[src/rtl/vpu_pkg.sv]
// Shared VPU widths used by the FP execution units and their source/destination ports.
package vpu_pkg;
  localparam int OPERAND_WIDTH  = 32;
  localparam int DST_ADDR_WIDTH = 5;
endpackage

[src/rtl/sal_fifo.sv]
// Power-of-two synchronous FIFO. The caller guarantees push only when not full
// or popping in the same cycle, and pop only when not empty.
module sal_fifo #(
  parameter int DEPTH_LG2  = 1,
  parameter int DATA_WIDTH = 8
) (
  input  logic                  clk,
  input  logic                  rst_n,
  input  logic                  push_i,
  input  logic [DATA_WIDTH-1:0] data_i,
  input  logic                  pop_i,
  output logic [DATA_WIDTH-1:0] data_o,
  output logic                  full_o,
  output logic                  empty_o
);
  localparam int DEPTH = 1 << DEPTH_LG2;

  logic [DEPTH_LG2:0]    wr_ptr_q, wr_ptr_d;
  logic [DEPTH_LG2:0]    rd_ptr_q, rd_ptr_d;
  logic [DATA_WIDTH-1:0] mem_q [DEPTH];
  logic [DATA_WIDTH-1:0] mem_d [DEPTH];

  // Extra pointer MSB distinguishes full from empty when the indices match.
  assign empty_o = (wr_ptr_q == rd_ptr_q);
  assign full_o  = (wr_ptr_q[DEPTH_LG2] != rd_ptr_q[DEPTH_LG2]) &&
                   (wr_ptr_q[DEPTH_LG2-1:0] == rd_ptr_q[DEPTH_LG2-1:0]);
  assign data_o  = mem_q[rd_ptr_q[DEPTH_LG2-1:0]];

  always_comb begin
    wr_ptr_d = wr_ptr_q;
    rd_ptr_d = rd_ptr_q;
    mem_d    = mem_q;
    if (push_i) begin
      mem_d[wr_ptr_q[DEPTH_LG2-1:0]] = data_i;
      wr_ptr_d = wr_ptr_q + 1'b1;
    end
    if (pop_i) rd_ptr_d = rd_ptr_q + 1'b1;
  end

  always_ff @(posedge clk or negedge rst_n) begin
    if (!rst_n) begin
      wr_ptr_q <= '0;
      rd_ptr_q <= '0;
      for (int i = 0; i < DEPTH; i++) mem_q[i] <= '0;
    end else begin
      wr_ptr_q <= wr_ptr_d;
      rd_ptr_q <= rd_ptr_d;
      mem_q    <= mem_d;
    end
  end
endmodule

[src/rtl/vpu_dst_port.sv]
// Destination collector for the FP adder: pairs issued addresses with in-order
// results and hands them to register-file writeback, returning issue credits.
module vpu_dst_port
  import vpu_pkg::*;
#(
  parameter int ACCEPTANCE_CAPABILITY = 2,
  parameter int ADDR_WIDTH            = DST_ADDR_WIDTH
) (
  input  logic                     clk,
  input  logic                     rst_n,
  input  logic                     issue_i,
  input  logic [ADDR_WIDTH-1:0]    issue_addr_i,
  output logic                     issue_ready_o,
  input  logic [OPERAND_WIDTH-1:0] result_i,
  input  logic                     done_i,
  output logic                     wb_valid_o,
  output logic [ADDR_WIDTH-1:0]    wb_addr_o,
  output logic [OPERAND_WIDTH-1:0] wb_data_o,
  input  logic                     wb_ready_i,
  output logic                     err_o
);
  localparam int CNT_W     = $clog2(ACCEPTANCE_CAPABILITY + 1);
  localparam int DEPTH_LG2 = $clog2(ACCEPTANCE_CAPABILITY);
  localparam logic [CNT_W-1:0] CREDIT_MAX = CNT_W'(ACCEPTANCE_CAPABILITY);

  // Valid/ready: a writeback transfers on a rising edge where wb_valid_o and
  // wb_ready_i are both high; address/data stay frozen while valid waits.

  logic [CNT_W-1:0]         credit_q, credit_d;
  logic [CNT_W-1:0]         outstanding_q, outstanding_d;
  logic                     err_q, err_d;
  logic                     wb_valid_q, wb_valid_d;
  logic [ADDR_WIDTH-1:0]    wb_addr_q, wb_addr_d;
  logic [OPERAND_WIDTH-1:0] wb_data_q, wb_data_d;

  logic                     addr_full, addr_empty, res_full, res_empty;
  logic [ADDR_WIDTH-1:0]    addr_head;
  logic [OPERAND_WIDTH-1:0] res_head;
  logic issue_acc, wb_hs, done_ok, load, bypass, addr_pop, res_pop, res_push;

  always_comb begin
    issue_acc = issue_i & issue_ready_o;
    wb_hs     = wb_valid_q & wb_ready_i;
    done_ok   = done_i & (outstanding_q != '0);
    // A result arriving into an empty result queue goes straight to the output
    // register so writeback follows done_i by one cycle.
    load      = !addr_empty & (!res_empty | done_ok) & (!wb_valid_q | wb_ready_i);
    bypass    = load & res_empty;
    addr_pop  = load;
    res_pop   = load & !res_empty;
    res_push  = done_ok & !bypass & (!res_full | res_pop);

    credit_d = credit_q;
    case ({issue_acc, wb_hs})
      2'b10:   credit_d = credit_q - 1'b1;
      2'b01:   credit_d = credit_q + 1'b1;
      default: credit_d = credit_q;
    endcase

    outstanding_d = outstanding_q;
    case ({issue_acc, done_ok})
      2'b10:   outstanding_d = outstanding_q + 1'b1;
      2'b01:   outstanding_d = outstanding_q - 1'b1;
      default: outstanding_d = outstanding_q;
    endcase

    err_d = err_q | (issue_i & !issue_ready_o) | (done_i & !(bypass | res_push));

    wb_valid_d = wb_valid_q;
    wb_addr_d  = wb_addr_q;
    wb_data_d  = wb_data_q;
    if (load) begin
      wb_valid_d = 1'b1;
      wb_addr_d  = addr_head;
      wb_data_d  = res_empty ? result_i : res_head;
    end else if (wb_hs) begin
      wb_valid_d = 1'b0;
    end
  end

  always_ff @(posedge clk or negedge rst_n) begin
    if (!rst_n) begin
      credit_q      <= CREDIT_MAX;
      outstanding_q <= '0;
      err_q         <= 1'b0;
      wb_valid_q    <= 1'b0;
      wb_addr_q     <= '0;
      wb_data_q     <= '0;
    end else begin
      credit_q      <= credit_d;
      outstanding_q <= outstanding_d;
      err_q         <= err_d;
      wb_valid_q    <= wb_valid_d;
      wb_addr_q     <= wb_addr_d;
      wb_data_q     <= wb_data_d;
    end
  end

  assign issue_ready_o = (credit_q != '0);
  assign wb_valid_o    = wb_valid_q;
  assign wb_addr_o     = wb_addr_q;
  assign wb_data_o     = wb_data_q;
  assign err_o         = err_q;

  sal_fifo #(.DEPTH_LG2(DEPTH_LG2), .DATA_WIDTH(ADDR_WIDTH)) u_addr_q (
    .clk(clk), .rst_n(rst_n), .push_i(issue_acc), .data_i(issue_addr_i),
    .pop_i(addr_pop), .data_o(addr_head), .full_o(addr_full), .empty_o(addr_empty)
  );

  sal_fifo #(.DEPTH_LG2(DEPTH_LG2), .DATA_WIDTH(OPERAND_WIDTH)) u_res_q (
    .clk(clk), .rst_n(rst_n), .push_i(res_push), .data_i(result_i),
    .pop_i(res_pop), .data_o(res_head), .full_o(res_full), .empty_o(res_empty)
  );

  // Credits keep the address queue from overflowing; its full flag is informational.
  logic unused_addr_full;
  assign unused_addr_full = addr_full;
endmodule

[config.mk]
export PLATFORM = sky130hd
export DESIGN_NAME = vpu_dst_port
export DESIGN_NICKNAME = d
export VERILOG_FILES = /design/src/rtl/vpu_pkg.sv /design/src/rtl/sal_fifo.sv /design/src/rtl/vpu_dst_port.sv
export SDC_FILE = /design/constraint.sdc
export NUM_CORES = 1
export LEC_CHECK = 0
export BUFFER_PORTS_ARGS = -buffer_cell sky130_fd_sc_hd__buf_4
export CORE_UTILIZATION = 55
export DETAILED_ROUTE_END_ITERATION = 7
export PLACE_DENSITY = 0.81
export SYNTH_ARGS = -nofsm -noshare
export SYNTH_HDL_FRONTEND = slang
export SYNTH_SLANG_ARGS = --single-unit
[constraint.sdc]
create_clock -name clk -period 2.3 [get_ports clk]
set_clock_uncertainty 0.15 [all_clocks]
set_input_delay 0.575 -clock clk [delete_from_list [all_inputs] [get_ports clk]]
set_output_delay 0.575 -clock clk [all_outputs]
set_load 0.02 [all_outputs]
=== Word-level counts from Yosys, hierarchy flattened ===
Cells that the tools add are included.

* Bits in registers: 125
* Bits of input ports: 42

* Add/subtract/negate cells: 8
* $lt $le $gt $ge: 6
* Equality and inequality tests: 8
* Mux-type cells: 17
* Bitwise logic cells: 21
* Reductions and logical operators: 15

{| class="wikitable"
|+ Operators by type and width
! operator !! count
|-
| 32-bit two-way mux || 5
|-
| 64-bit bitwise mux || 1
|-
| 32-bit demux with 1-bit select || 1
|-
| 5-bit two-way mux || 4
|-
| 2-bit by 1-bit adder with 2-bit output, second input constant || 6
|-
| 1-bit AND || 11
|-
| 10-bit bitwise mux || 1
|-
| 2-bit nonzero test || 5
|-
| 2-bit >= comparator, second input constant || 4
|-
| 1-bit inverter with 2-bit output || 4
|-
| 2-bit one-hot mux with 2 select lines || 2
|-
| 1-bit logical NOT || 7
|-
| 1-bit OR || 6
|-
| 5-bit demux with 1-bit select || 1
|-
| 2-bit by 1-bit == test with 1-bit output, second input constant || 2
|-
| 2-bit == test || 2
|-
| 2-bit == test, second input constant || 2
|-
| 2-bit by 1-bit < comparator with 1-bit output, second input constant || 2
|-
| 2-bit by 1-bit subtractor with 2-bit output, second input constant || 2
|-
| 1-bit logical AND || 3
|-
| 1-bit two-way mux || 2
|-
| 1-bit == test || 1
|-
| 1-bit != test || 1
|}

=== Longest topological paths before layout ===
* Depth after elaboration: 13
* Gate-level depth with buffers: 7
* Gate-level depth less buffers: 7

=== By module ===
From an unflattened synthesis, not the netlist that was laid out.

* Cells, all modules: 419
* Area, all modules: 5806.8 µm²

{| class="wikitable"
|+ Modules (own cells, without submodules)
! module !! times used !! cells an instance !! area each (µm²)
|-
| sal_fifo at u_res_q || 1 || 186 || 3083.0
|-
| vpu_dst_port || 1 || 192 || 2089.5
|-
| sal_fifo at u_addr_q || 1 || 41 || 634.4
|}

=== Least setup slack after synthesis ===
OpenSTA, ideal clock, no wires.

* Path kind: input to register
* From: input done_i
* To: register u_res_q.mem_q[32] in the netlist's numbering
* Setup time: 0.125 ns
* Arrival time: 1.805 ns
* Slack: 0.220 ns
* Stages: 6
* Cell sequence: o21ai_1 inv_1 o311ai_2 nor3_4 buf_6 mux2_4

* Word-level cells in the longest chain between the ends: 8
* Elaborated cells between the ends (all ways): 10

{| class="wikitable"
|+ Ends and longest elaborated chain
! item !! RTL line !! source
|-
| start: declaration || vpu_dst_port.sv:15 || <nowiki>input logic done_i,</nowiki>
|-
| 1-bit AND * || vpu_dst_port.sv:44 || <nowiki>done_ok = done_i & (outstanding_q != '0);</nowiki>
|-
| 1-bit OR || vpu_dst_port.sv:47 || <nowiki>load = !addr_empty & (!res_empty | done_ok) & (!wb_valid_q | wb_ready_i);</nowiki>
|-
| 1-bit AND (2 in series) || vpu_dst_port.sv:47 ||
|-
| 1-bit AND || vpu_dst_port.sv:48 || <nowiki>bypass = load & res_empty;</nowiki>
|-
| 1-bit logical NOT || vpu_dst_port.sv:51 || <nowiki>res_push = done_ok & !bypass & (!res_full | res_pop);</nowiki>
|-
| 1-bit AND || vpu_dst_port.sv:51 ||
|-
| 1-bit AND * || vpu_dst_port.sv:51 ||
|-
| end signal: assignment || sal_fifo.sv:48 || <nowiki>mem_q <= mem_d;</nowiki>
|-
| end: declaration || sal_fifo.sv:20 || <nowiki>logic [DATA_WIDTH-1:0] mem_q [DEPTH];</nowiki>
|}

Every way passes the cells marked *; elsewhere a longest branch is shown, timed or not.
A chain may end at the register's enable or synchronous reset.

=== Worst setup path in the final report ===
* From: register u_addr_q.wr_ptr_q[0]
* To: register wb_data_q[31] (netlist: wb_data_o[31])

* Word-level cells in the longest chain between the ends: 4

{| class="wikitable"
|+ Ends and longest elaborated chain
! item !! RTL line !! source
|-
| start: declaration || sal_fifo.sv:18 || <nowiki>logic [DEPTH_LG2:0] wr_ptr_q, wr_ptr_d;</nowiki>
|-
| start signal: assignment || sal_fifo.sv:46 || <nowiki>wr_ptr_q <= wr_ptr_d;</nowiki>
|-
| 2-bit == test || sal_fifo.sv:24 || <nowiki>assign empty_o = (wr_ptr_q == rd_ptr_q);</nowiki>
|-
| 1-bit logical NOT || vpu_dst_port.sv:47 ||
|-
| 1-bit AND (2 in series) || vpu_dst_port.sv:47 ||
|-
| end signal: assignment || vpu_dst_port.sv:95 || <nowiki>wb_data_q <= wb_data_d;</nowiki>
|-
| end: declaration || vpu_dst_port.sv:34 || <nowiki>logic [OPERAND_WIDTH-1:0] wb_data_q, wb_data_d;</nowiki>
|}

Every way passes these cells.

==> reports/qor.csv <==
metric,value,unit
status,"complete, no violations",
CTS tree,yes,
"Data arrival, critical path",2.48,ns
crit path cell chain,xor2_1 > o21ai_0 > a21oi_4 > buf_4 > a2bb2oi_1,
total congestion overflow,0,
Max Freq,0.451,GHz
synthesis-to-layout area growth,26.0,%
worst skew pair latency,0.51,ns
worst slew pin tran,0.810,ns
final period utilization,96.3,%
setup_tns,0,ns
CP top delay family,compound AO/OA/AOI/OAI gates,
Final min period,2.22,ns
CP Max Fanout,19,
share of cells above drive strength 1,51.8,%
most frequent cells in the layout,"dfrtp_1 (123), buf_4 (104), mux2_2 (86), o22ai_1 (32), a2bb2oi_1 (32)",
Site Rows,36,
sw frac,22.0,%
max-slew violation count,0,
Util after Layout,72.6,%
"Avg Cell Area, Syn",14.2,µm²
# fillers,626,
Peak supply drop,0.414,mV
main flop type after synthesis,dfrtp_1,
CTS Buf Count,17,
Placed Cells,613,
largest net degree at the start of global routing,39,
"FF+latch count, synth",125,
Synth async-reset ratio,100,%
PwrDens,696,nW/µm²
Storage cell area,3130,µm²
first-pass GRT wire length,21700,µm
DRC viols,0,
hold_ws,0.156,ns
clock slew at the register clock pins of the worst setup and hold paths,0.06,ns
I/O Buffers,81,
Leak,3.64,nW
gpl congestion,0.844,
diodes inserted,0,
CP endpoint kind,flop,
CP peak stage delay,0.46,ns
Detail Route Antenna Nets,0,
IO Pins,82,
"EDFF count, synth",0,
Root Buffer,clkbuf_8,
Seq pwr share,43.8,%
die height,104,µm
Starting Density,57.6,%
WP data required,2.56,ns
via count,3810,
DRT Wirelength,13000,µm
sequential fraction of the synthesis area,54.5,%
Yosys cell types,39,
Non-Filler Instances,650,
Multi-input gate area,2440,µm²
WP buf/inv,1,
number of global-route vias before repair,4173,
DIE WIDTH,104,µm
Worst Hold Class,primary input to flop,
"Net Count, Synth",447,
die area,10800,µm²
via/cell ratio,5.86,
CTS sink count,125,
CP Launch Type,flop,
Setup Crit Path Kind,flop to flop,
Cell Int Power,3.92,mW
P_sw,1.11,mW
max-cap viol count,0,
initial antenna violation count,0,
GRT Total Usage,25.8,%
post-DR wirelength/cell,20.1,µm
post-CTS sizing,0,
"commonest non-fill, non-tap cell in the layout",dfrtp_1,
yosys warns,0,
CP max-delay cell,dfrtp_1,
Clk pwr share,53.6,%
Final Power,5.03,mW
TritonRoute pass-1 iters,4,
Detailed Place HPWL,7970,µm
Comb power frac,2.6,%
Rel. slew slack,45.4,%
Hold Fails Final Rpt,0,
iteration-0 DRC count of the detailed router,208,
nets,548,
"Setup violations, final",0,
mapped cell area,5740,µm²
Core Area,9950,µm²
Max clock buf depth,2,
Post-Synthesis Cells,403,
H-Tree Depth,4,
[synthesized netlist by cell type (2+ instances only)]
cell | count | area [µm²]
buf_6 | 7 | 78.8
xnor2_1 | 13 | 114
a21oi_2 | 2 | 17.5
o21ai_0 | 2 | 10.0
buf_4 | 5 | 37.5
nand2_1 | 3 | 11.3
dfrtp_1 | 124 | 3100
ha_1 | 2 | 25.0
clkbuf_1 | 11 | 41.3
a2111oi_0 | 2 | 17.5
o31ai_1 | 3 | 22.5
mux2_4 | 30 | 450
o22ai_1 | 32 | 200
o211ai_1 | 2 | 15.0
inv_1 | 4 | 15.0
mux2_2 | 86 | 968
nand3_1 | 4 | 20.0
buf_2 | 3 | 15.0
xor2_1 | 7 | 61.3
a2bb2oi_1 | 32 | 280
nor3_1 | 2 | 10.0
nor2_1 | 10 | 37.5
[final timing paths]
check / from / end / slack, ns / depth (start not counted)
min in group asynchronous: rst_n / credit_q[0] / 0.44 / 2
min reg2reg: err_o / err_o / 0.33 / 1
max: u_addr_q.wr_ptr_q[0] / wb_data_o[31] / 0.08 / 5
max reg2reg: u_addr_q.wr_ptr_q[0] / wb_data_o[31] / 0.08 / 5
min: issue_addr_i[1] / u_addr_q.mem_q[6] / 0.16 / 2
max in group asynchronous: rst_n / u_addr_q.mem_q[3] / 0.93 / 3
[area by class of cell]
cell class	count	share of cell area, %
well taps	133	2.30
flip-flops and latches	125	43.3
repair buffers	109	12.0
inverters	4	0.208
multi-input cells	247	33.8
clock buffers	17	5.73
clock inverters	15	2.58
[power by group through the flow]
stage	clock network (mW)	logic (mW)	registers, mW
floorplan	0	0.00234	2.24
global placement	0	0.128	2.24
detailed placement	0	0.133	2.24
CTS	2.73	0.136	2.20
global route	2.84	0.148	2.20
finish	2.70	0.133	2.20
[worst reg2reg max path, stage by stage (launching register included)]
cell and delay [ns]:
dfrtp_1 0.46, xor2_1 0.29, o21ai_0 0.34, a21oi_4 0.32
buf_4 0.32, a2bb2oi_1 0.25
[registers in the layout (all words and copies together), names as in the netlist]
register           flops
u_res_q.mem_q         64
wb_data_o             32
u_addr_q.mem_q        10
wb_addr_o              5
credit_q               2
outstanding_q          2
u_addr_q.rd_ptr_q      2
u_addr_q.wr_ptr_q      2
u_res_q.rd_ptr_q       2
u_res_q.wr_ptr_q       2
err_o                  1
wb_valid_o             1
[stage by stage]
stage,area [µm²],worst slack (ns)
final,7230,0.0847
after global routing,7230,-0.00529
after global placement,6590,0.108
after CTS,7200,0.0299
after floorplan,5740,0.220
after detailed placement,6590,0.0299
[cells by family after synthesis]
kind of cell | count (synthesis) | share of synthesized area (%)
muxes | 116 | 24.7
AOI/OAI and AO/OA | 82 | 11.0
and+or+nand+nor | 25 | 2.36
DFF | 125 | 54.5
xor gates and xnor gates | 22 | 3.62
adders and majority gates | 2 | 0.436
buffers and inverters | 31 | 3.34
[layer usage]
metal	track usage [%]	vias to the layer above	share of wire, %
met1	33.5	1962	44
met5	0	-	0
met2	43.4	130	51
met4	8.47	0	1.5
met3	5.14	18	3.7
li1	-	1700	-
[timing repair]
item	CTS	global route
endpoints found under the hold margin	33	0
setup buffers	0	4
setup endpoints to repair	0	15
hold buffers	1	0
(Power assumes the default switching activity.)
